<file path="config.mk">
export PLATFORM = sky130hd
export DESIGN_NAME = l2_flush_ctrl
export DESIGN_NICKNAME = d
export VERILOG_FILES = /design/src/rtl/l2_flush_ctrl.sv
export SDC_FILE = /design/constraint.sdc
export NUM_CORES = 1
export LEC_CHECK = 0
export ABC_AREA = 1
export CAP_MARGIN = 20
export CORE_MARGIN = 1.5
export CORE_UTILIZATION = 33
export DETAILED_ROUTE_END_ITERATION = 16
export GPL_ROUTABILITY_DRIVEN = 0
export GPL_TIMING_DRIVEN = 0
export PLACE_DENSITY = 0.76
export SYNTH_ARGS = -nofsm -noshare
export SYNTH_HDL_FRONTEND = slang
export SYNTH_SLANG_ARGS = --single-unit
</file>
<file path="constraint.sdc">
create_clock -name clk -period 1.1 [get_ports clk]
set_input_delay 0.22 -clock clk [delete_from_list [all_inputs] [get_ports clk]]
set_output_delay 0.22 -clock clk [all_outputs]
set_load 0.05 [all_outputs]
</file>
<file path="src/rtl/l2_flush_ctrl.sv">
// L2 flush sequencer: walks every (set, way) through the status-register block and evicts each valid line.
// Per line: 3 cycles (lookup, response, advance) plus eviction cycles; eviction held until evict_ready, gated by free MSHRs and evict_stall.
module l2_flush_ctrl #(
    parameter int SET_BITS   = 8,
    parameter int WAY_BITS   = 3,
    parameter int MSHR_CNT_W = 3
) (
    input  logic                  clk,
    input  logic                  rst,
    input  logic                  flush_req_valid,
    output logic                  flush_req_ready,
    output logic                  flush_done,
    input  logic                  ongoing_flush,
    input  logic [SET_BITS:0]     flush_set,
    input  logic [WAY_BITS:0]     flush_way,
    input  logic [MSHR_CNT_W-1:0] mshr_cnt,
    input  logic                  evict_stall,
    output logic                  set_ongoing_flush,
    output logic                  clr_ongoing_flush,
    output logic                  clr_flush_set,
    output logic                  incr_flush_set,
    output logic                  clr_flush_way,
    output logic                  incr_flush_way,
    output logic                  rd_req_valid,
    output logic [SET_BITS-1:0]   rd_set,
    output logic [WAY_BITS-1:0]   rd_way,
    input  logic                  rd_rsp_valid,
    input  logic                  rd_rsp_line_valid,
    input  logic                  rd_rsp_dirty,
    output logic                  evict_valid,
    input  logic                  evict_ready,
    output logic [SET_BITS-1:0]   evict_set,
    output logic [WAY_BITS-1:0]   evict_way,
    output logic                  evict_dirty
);

    localparam logic [SET_BITS-1:0] LAST_SET = '1;
    localparam logic [WAY_BITS-1:0] LAST_WAY = '1;

    typedef enum logic [2:0] {
        IDLE,
        LOOKUP,
        WAIT_RSP,
        EVICT,
        ADVANCE,
        DONE
    } state_t;

    state_t              r_state;
    state_t              w_next;
    logic                r_issued;
    logic [SET_BITS-1:0] r_evict_set;
    logic [WAY_BITS-1:0] r_evict_way;
    logic                r_evict_dirty;

    assign evict_set   = r_evict_set;
    assign evict_way   = r_evict_way;
    assign evict_dirty = r_evict_dirty;

    always_ff @(posedge clk or negedge rst) begin
        if (!rst) begin
            r_state       <= IDLE;
            r_issued      <= 1'b0;
            r_evict_set   <= '0;
            r_evict_way   <= '0;
            r_evict_dirty <= 1'b0;
        end else begin
            r_state <= w_next;
            // Lookup address is still current in WAIT_RSP: the index registers only move in ADVANCE.
            if (r_state == WAIT_RSP && rd_rsp_valid && rd_rsp_line_valid) begin
                r_evict_set   <= flush_set[SET_BITS-1:0];
                r_evict_way   <= flush_way[WAY_BITS-1:0];
                r_evict_dirty <= rd_rsp_dirty;
            end
            if (evict_valid && evict_ready) begin
                r_issued <= 1'b0;
            end else if (evict_valid) begin
                r_issued <= 1'b1;
            end
        end
    end

    always_comb begin
        w_next            = r_state;
        flush_req_ready   = 1'b0;
        flush_done        = 1'b0;
        set_ongoing_flush = 1'b0;
        clr_ongoing_flush = 1'b0;
        clr_flush_set     = 1'b0;
        incr_flush_set    = 1'b0;
        clr_flush_way     = 1'b0;
        incr_flush_way    = 1'b0;
        rd_req_valid      = 1'b0;
        rd_set            = '0;
        rd_way            = '0;
        evict_valid       = 1'b0;
        case (r_state)
            IDLE: begin
                // Qualified by rst so nothing is accepted or pulsed while reset is held.
                flush_req_ready = rst && !ongoing_flush;
                if (flush_req_valid && flush_req_ready) begin
                    set_ongoing_flush = 1'b1;
                    clr_flush_set     = 1'b1;
                    clr_flush_way     = 1'b1;
                    w_next            = LOOKUP;
                end
            end
            LOOKUP: begin
                rd_req_valid = 1'b1;
                rd_set       = flush_set[SET_BITS-1:0];
                rd_way       = flush_way[WAY_BITS-1:0];
                w_next       = WAIT_RSP;
            end
            WAIT_RSP: begin
                if (rd_rsp_valid) begin
                    w_next = rd_rsp_line_valid ? EVICT : ADVANCE;
                end
            end
            EVICT: begin
                // Once raised, valid is held by r_issued regardless of later MSHR/stall changes.
                evict_valid = r_issued || (mshr_cnt != '0 && !evict_stall);
                if (evict_valid && evict_ready) begin
                    w_next = ADVANCE;
                end
            end
            ADVANCE: begin
                if (flush_way[WAY_BITS-1:0] != LAST_WAY) begin
                    incr_flush_way = 1'b1;
                    w_next         = LOOKUP;
                end else begin
                    clr_flush_way  = 1'b1;
                    incr_flush_set = 1'b1;
                    w_next         = (flush_set[SET_BITS-1:0] == LAST_SET) ? DONE : LOOKUP;
                end
            end
            DONE: begin
                clr_ongoing_flush = 1'b1;
                flush_done        = 1'b1;
                w_next            = IDLE;
            end
            default: w_next = IDLE;
        endcase
    end

endmodule

</file>
==> out/metrics.csv, run 1 <==
stage,metric,value,unit
power,power per cell area,2820,mW/mm²
power,Max VDD drop,2250,µV
sta,final hold violation count,0,
synthesis,largest family of logic cells by synthesized area,simple AND/OR/NAND/NOR gates,
placement,port bufs,55,
synthesis,Syn. warnings,0,
clock_network,CTS tree,done,
power,power share of the combinational group,75.4,%
sta,Rel. slew slack,48.1,%
sta,final slew viol count,0,
grt,largest net degree at the start of global routing,17,
clock_network,CTS root buf,clkbuf_4,
setup_path,Crit Path Max Fanout,5,
clock_network,later-pin clock latency in the skew report,300,ps
outcome,failing checks,setup timing,
final_layout,Nets,235,
sta,setup ws final,-635,ps
setup_path,Worst setup EP type,output port,
sta,Final setup viols,41,
setup_path,CP Data Required Time,880,ps
route,met3 wire len,182,µm
clock_network,# clock sinks,16,
job,max cap viols,0,
sta,Peak Freq,0.576,GHz
grt,GRT Residual Overflow,0,
placement,dpl hpwl,2110,µm
route,remaining antenna violation count,0,
synthesis,register area share after synthesis,43.1,%
clock_network,clk slew on worst S/H paths,110,ps
setup_path,R2R setup slack,-500,ps
synthesis,Post-Synth XOR/XNOR Area,0,%
power,P_sw,3.26,mW
route,met1 WL,1720,µm
route,final WL,4190,µm
synthesis,mux share of post-synthesis cell area,0,%
floorplan,Die X,56.0,µm
route,drt first-iter violations,36,
setup_path,R2R cell count,10,
floorplan,die height,56.0,µm
power,switching part of the total power,51.8,%
final_layout,area grow syn2layout,140,%
setup_path,crit path from,r_state[1],
route,DR vias/cell,5.22,
setup_path,CP startpoint kind,flop,
power,Pwr Total,6.30,mW
outcome,status,finished with violations,
synthesis,Synth Area in Adders,0,%
sta,Final period util,158,%
synthesis,Post-Syn Instances,122,
setup_path,FF-to-FF End,evict_set[2],
clock_network,Max Root-Sink Buffers,2,
route,via count,1252,
sta,setup total negative slack,-19250,ps
power,Reg power frac,17.9,%
floorplan,total die area,0.00314,mm²
synthesis,post-synthesis simple-gate area fraction,28.0,%
route,wire per inst,17.5,µm
floorplan,Cell Rows,19,
route,first-pass iteration count of the detailed router,4,
synthesis,Post-Synthesis Cell Area,928,µm²
sta,worst slew pin tran,778,ps
clock_network,H-Tree Depth,1,
worst_hold_path,HP Class,input port to async pin,
synthesis,Post-Syn Area per Cell,7.61,µm²
setup_path,crit path DAT,1520,ps
floorplan,core area,0.00271,mm²
sta,min Tclk post-route,1740,ps
sta,Worst Clk Skew,10.3,ps
grt,initial antenna violation count,0,
clock_network,CTS buffer count,3,
grt,first-pass GRT wire length,5490,µm
power,Cell Int Power,3.04,mW
route,# DRC,0,
floorplan,I/O pin cnt,58,
setup_path,launch point of the worst reg-to-reg path,r_state[0],
floorplan,Initial Util,34.3,%
synthesis,compound-gate portion of the synthesized area,15.4,%
grt,GR Util All Layers,22.3,%
final_layout,Antenna Cells,0,
synthesis,Syn Nets,147,
setup_path,kind of critical path,flop to output port,
route,max layer used,met4,
final_layout,share of cells above drive strength 1,66.0,%
power,Clock Power Share,6.7,%
synthesis,synthesized flop and latch total,16,
power,Leakage,1.04,nW
route,DR WL met2,2140,µm
synthesis,synth unique cells,19,
sta,RSZ-0062 raised after global routing,true,
grt,vias in the first global route,1180,
## critical path, cell delays in order (launching register included)
cell and delay, ps:
dfrtp_2 480, inv_4 110, nand3_4 140, clkbuf_16 210, nor2_4 90, buf_6 160
## layout make-up
class | count | area, µm²
Tap cell | 31 | 38.8
Timing Repair Buffer | 84 | 912
Fill cell | 144 | 479
Inverter | 22 | 101
Sequential cell | 16 | 403
Buffer | 4 | 66.3
Multi-Input combinational cell | 79 | 673
Clock buffer | 4 | 36.3
## Yosys cell counts (all sizes together)
cell | instances | area (µm²)
nor2 | 21 | 86.3
nand2 | 29 | 121
o21ai | 14 | 111
dfrtp | 16 | 400
nand4 | 2 | 12.5
buf | 5 | 42.5
a21boi | 1 | 7.51
nor3 | 3 | 15.0
a21oi | 4 | 23.8
inv | 22 | 82.6
nand3 | 5 | 25.0
## metrics by stage
| step | instance area (µm²) | worst slack, ps | util, % | hold WS, ps | cells |
|---|---|---|---|---|---|
| 2_1_floorplan | 1080 | -388 | - | -75.6 | 122 |
| 3_3_place_gp | 1670 | -1810 | 61.5 | 464 | 208 |
| 3_5_place_dp | 1670 | -1860 | 61.5 | 467 | 208 |
| 4_1_cts | 1980 | -573 | 72.9 | 485 | 228 |
| 5_1_grt | 2230 | -669 | 82.3 | 255 | 240 |
| 6_report | 2230 | -635 | 82.3 | 178 | 240 |
## state kept, by name, indices dropped and copies added (netlist names)
name	cells
evict_dirty	1
evict_set	8
evict_way	3
r_issued	1
r_state	3
## placed cells by master (no fill, tap or decap), types with 4 or more instances in the layout
master and n:
buf_4 18, buf_6 36, buf_8 6, clkdlybuf4s50_1 21, dfrtp_1 14, inv_1 12, inv_2 4, nand2_1 10
nand2_2 9, nand2_4 10, nand3_1 4, nor2_4 15, o21ai_2 11
## what timing repair did
item / CTS / global route
cloned: 2 / 1
setup buffers: 14 / 11
setup endpoints to repair: 49 / 65
resized for setup: 253 / 46
hold buffers: 1 / 0
pin swaps: 6 / 6
hold endpoints to repair: 16 / 0
## metal layers
layer / vias up / track usage [%]
li1: 554 / -
met1: 630 / 25.4
met2: 53 / 40.2
met3: 15 / 3.95
met4: 0 / 9.86
met5: - / 0
## power by group through the flow
stage | Clock, mW | Sequential [mW] | Combinational (mW)
global placement | 0 | 1.02 | 3.34
detailed placement | 0 | 1.02 | 3.40
CTS | 0.398 | 1.05 | 3.87
floorplan | 0 | 1.71 | 1.72
global route | 0.452 | 1.15 | 4.95
finish | 0.421 | 1.13 | 4.75
## kinds of logic after synthesis
kind of cell	count (synthesis)
compound gates	19
flops	16
simple gates	60
buf+inv	27
## worst max path at each step
stage | end | depth (start not counted)
final | rd_set[5] | 5
after global routing | rd_set[5] | 5
after CTS | set_ongoing_flush | 7
after detailed placement | set_ongoing_flush | 5
after global placement | set_ongoing_flush | 5
after floorplan | set_ongoing_flush | 6
Note: power is estimated with default switching activity, not from simulation.
==> run 2: changes to the inputs <==
- CORE_UTILIZATION: 33 -> 34
- CTS_BUF_LIST: default -> sky130_fd_sc_hd__clkbuf_4
- CTS_CLUSTER_SIZE: default -> 28
- PLACE_DENSITY: 0.76 -> 0.78
==> out/metrics.csv, run 2 (synthesis results as in run 1) <==
stage,metric,value,unit,change
final_layout,"commonest non-fill, non-tap cell in the layout",buf_6,,
grt,initial antenna violation count,0,,unchanged
grt,first-pass GRT wire length,5940,µm,+8.3%
route,drt first-iter violations,40,,+11%
sta,Final period util,157,%,-1.2 points
floorplan,total die area,0.00305,mm²,-2.8%
route,wire per inst,18.4,µm,+5.6%
route,remaining antenna violation count,0,,unchanged
placement,dpl hpwl,2150,µm,+1.9%
route,via count,1280,,+2.2%
outcome,status,finished with violations,,
setup_path,Crit Path Max Fanout,4,,-1
sta,setup total negative slack,-18020,ps,+1230 ps
setup_path,CP startpoint kind,flop,,
worst_hold_path,HP Class,input port to async pin,,
setup_path,kind of critical path,flop to output port,,
final_layout,Antenna Cells,0,,unchanged
grt,GR Util All Layers,24.6,%,+2.3 points
grt,vias in the first global route,1284,,+8.8%
power,power per cell area,2770,mW/mm²,-1.9%
setup_path,R2R setup slack,-470,ps,+30 ps
route,DR vias/cell,5.10,,-2.2%
setup_path,Worst setup EP type,output port,,
setup_path,FF-to-FF End,evict_set[5],,
sta,Rel. slew slack,50.3,%,+2.1 points
final_layout,post-layout util,91.6,%,+9.2 points
sta,min Tclk post-route,1720,ps,-13.0 ps
power,Max VDD drop,3060,µV,+36%
sta,Peak Freq,0.581,GHz,+0.76%
clock_network,# clock sinks,16,,unchanged
setup_path,crit path from,r_state[0],,
sta,worst slew pin tran,746,ps,-31.7 ps
final_layout,Largest register FFs,8,,unchanged
floorplan,core area,0.00252,mm²,-6.9%
setup_path,launch point of the worst reg-to-reg path,r_state[0],,
setup_path,crit path DAT,1500,ps,-20 ps
sta,final hold violation count,0,,unchanged
setup_path,R2R cell count,9,,-1
clock_network,CTS buffer count,3,,unchanged
power,Leakage,1.09,nW,+5.2%
final_layout,area grow syn2layout,149,%,
floorplan,die height,55.3,µm,-1.4%
sta,final slew viol count,0,,unchanged
sta,Worst Clk Skew,8.80,ps,-1.47 ps
final_layout,Nets,247,,+5.1%
grt,GRT Residual Overflow,0,,unchanged
final_layout,most frequent cells in the layout,"buf_6 (38), buf_4 (28), clkdlybuf4s50_1 (19)",,
sta,setup ws final,-622,ps,+13.0 ps
sta,Final setup viols,41,,unchanged
grt,largest net degree at the start of global routing,17,,unchanged
final_layout,Fill cells,98,,-32%
floorplan,Die X,55.3,µm,-1.4%
outcome,failing checks,setup timing,,
placement,port bufs,55,,unchanged
clock_network,Max Root-Sink Buffers,2,,unchanged
final_layout,share of cells above drive strength 1,65.6,%,-0.42 points
clock_network,later-pin clock latency in the skew report,300,ps,about the same
route,first-pass iteration count of the detailed router,4,,unchanged
job,max cap viols,0,,unchanged
route,final WL,4630,µm,+10%
clock_network,H-Tree Depth,1,,unchanged
setup_path,CP Data Required Time,880,ps,about the same
clock_network,CTS tree,done,,
sta,RSZ-0062 raised after global routing,true,,
placement,worst slack at placement,-1840,ps,+11.5 ps
floorplan,I/O pin cnt,58,,unchanged
clock_network,clk slew on worst S/H paths,100,ps,about the same
floorplan,Initial Util,36.8,%,+2.5 points
floorplan,Cell Rows,18,,-1
route,# DRC,0,,unchanged
clock_network,CTS root buf,clkbuf_4,,
## run 2: layout make-up
cell class	instances	area (µm²)	area share, %
inverter	22	101	4.39
clock buffer	3	22.5	0.975
timing repair buffer	96	1020	44.3
tap	30	37.5	1.63
sequential	16	402	17.4
clock inverter	1	3.75	0.163
multi-input combinational	79	654	28.3
buffer	4	66.3	2.87
## run 2: timing repair
item                                   CTS  global route
setup buffers                           23            16
hold buffers                             1             0
gates cloned                             2             1
gates resized for setup                276            23
pin swaps                               11             6
endpoints found under the hold margin   16             0
setup endpoints to repair               49            65
## run 2: worst max-delay path, stage by stage, from the launching register on
cell and delay, ps:
dfrtp_1 440, buf_4 150, nand3_4 120, buf_4 180, nor2_2 120, buf_6 180
## run 2: how the worst max path moves through the flow
stage | endpoint | slack (ps) | depth (start not counted)
2_1_floorplan | set_ongoing_flush | -390 | 6
3_3_place_gp | set_ongoing_flush | -1830 | 5
3_5_place_dp | set_ongoing_flush | -1840 | 5
4_1_cts | set_ongoing_flush | -540 | 7
5_1_grt | rd_set[7] | -670 | 5
6_report | rd_set[7] | -620 | 5
## run 2: metal layers
layer	up-vias	GRT usage, %	share of wire [%]
met5	-	0	0
met3	16	6.09	4.2
met1	633	25.1	38
met2	54	48.5	55
met4	0	6.62	3.3
li1	577	-	-
## run 2: where the power goes
part / leakage (nW) / switching (mW) / total [mW] / internal (mW)
logic: 0.877 / 2.87 / 4.96 / 2.09
registers: 0.201 / 0.251 / 1.10 / 0.849
clock network: 0.0154 / 0.205 / 0.337 / 0.132
## run 2: per-stage QoR
step,power (mW),instance area [µm²],instances,hold slack [ps]
6_report,6.40,2310,251,151
5_1_grt,6.61,2310,251,236
4_1_cts,5.57,2080,236,439
3_5_place_dp,4.43,1670,207,467
3_3_place_gp,4.36,1670,207,461
2_1_floorplan,3.43,1080,122,-75.6
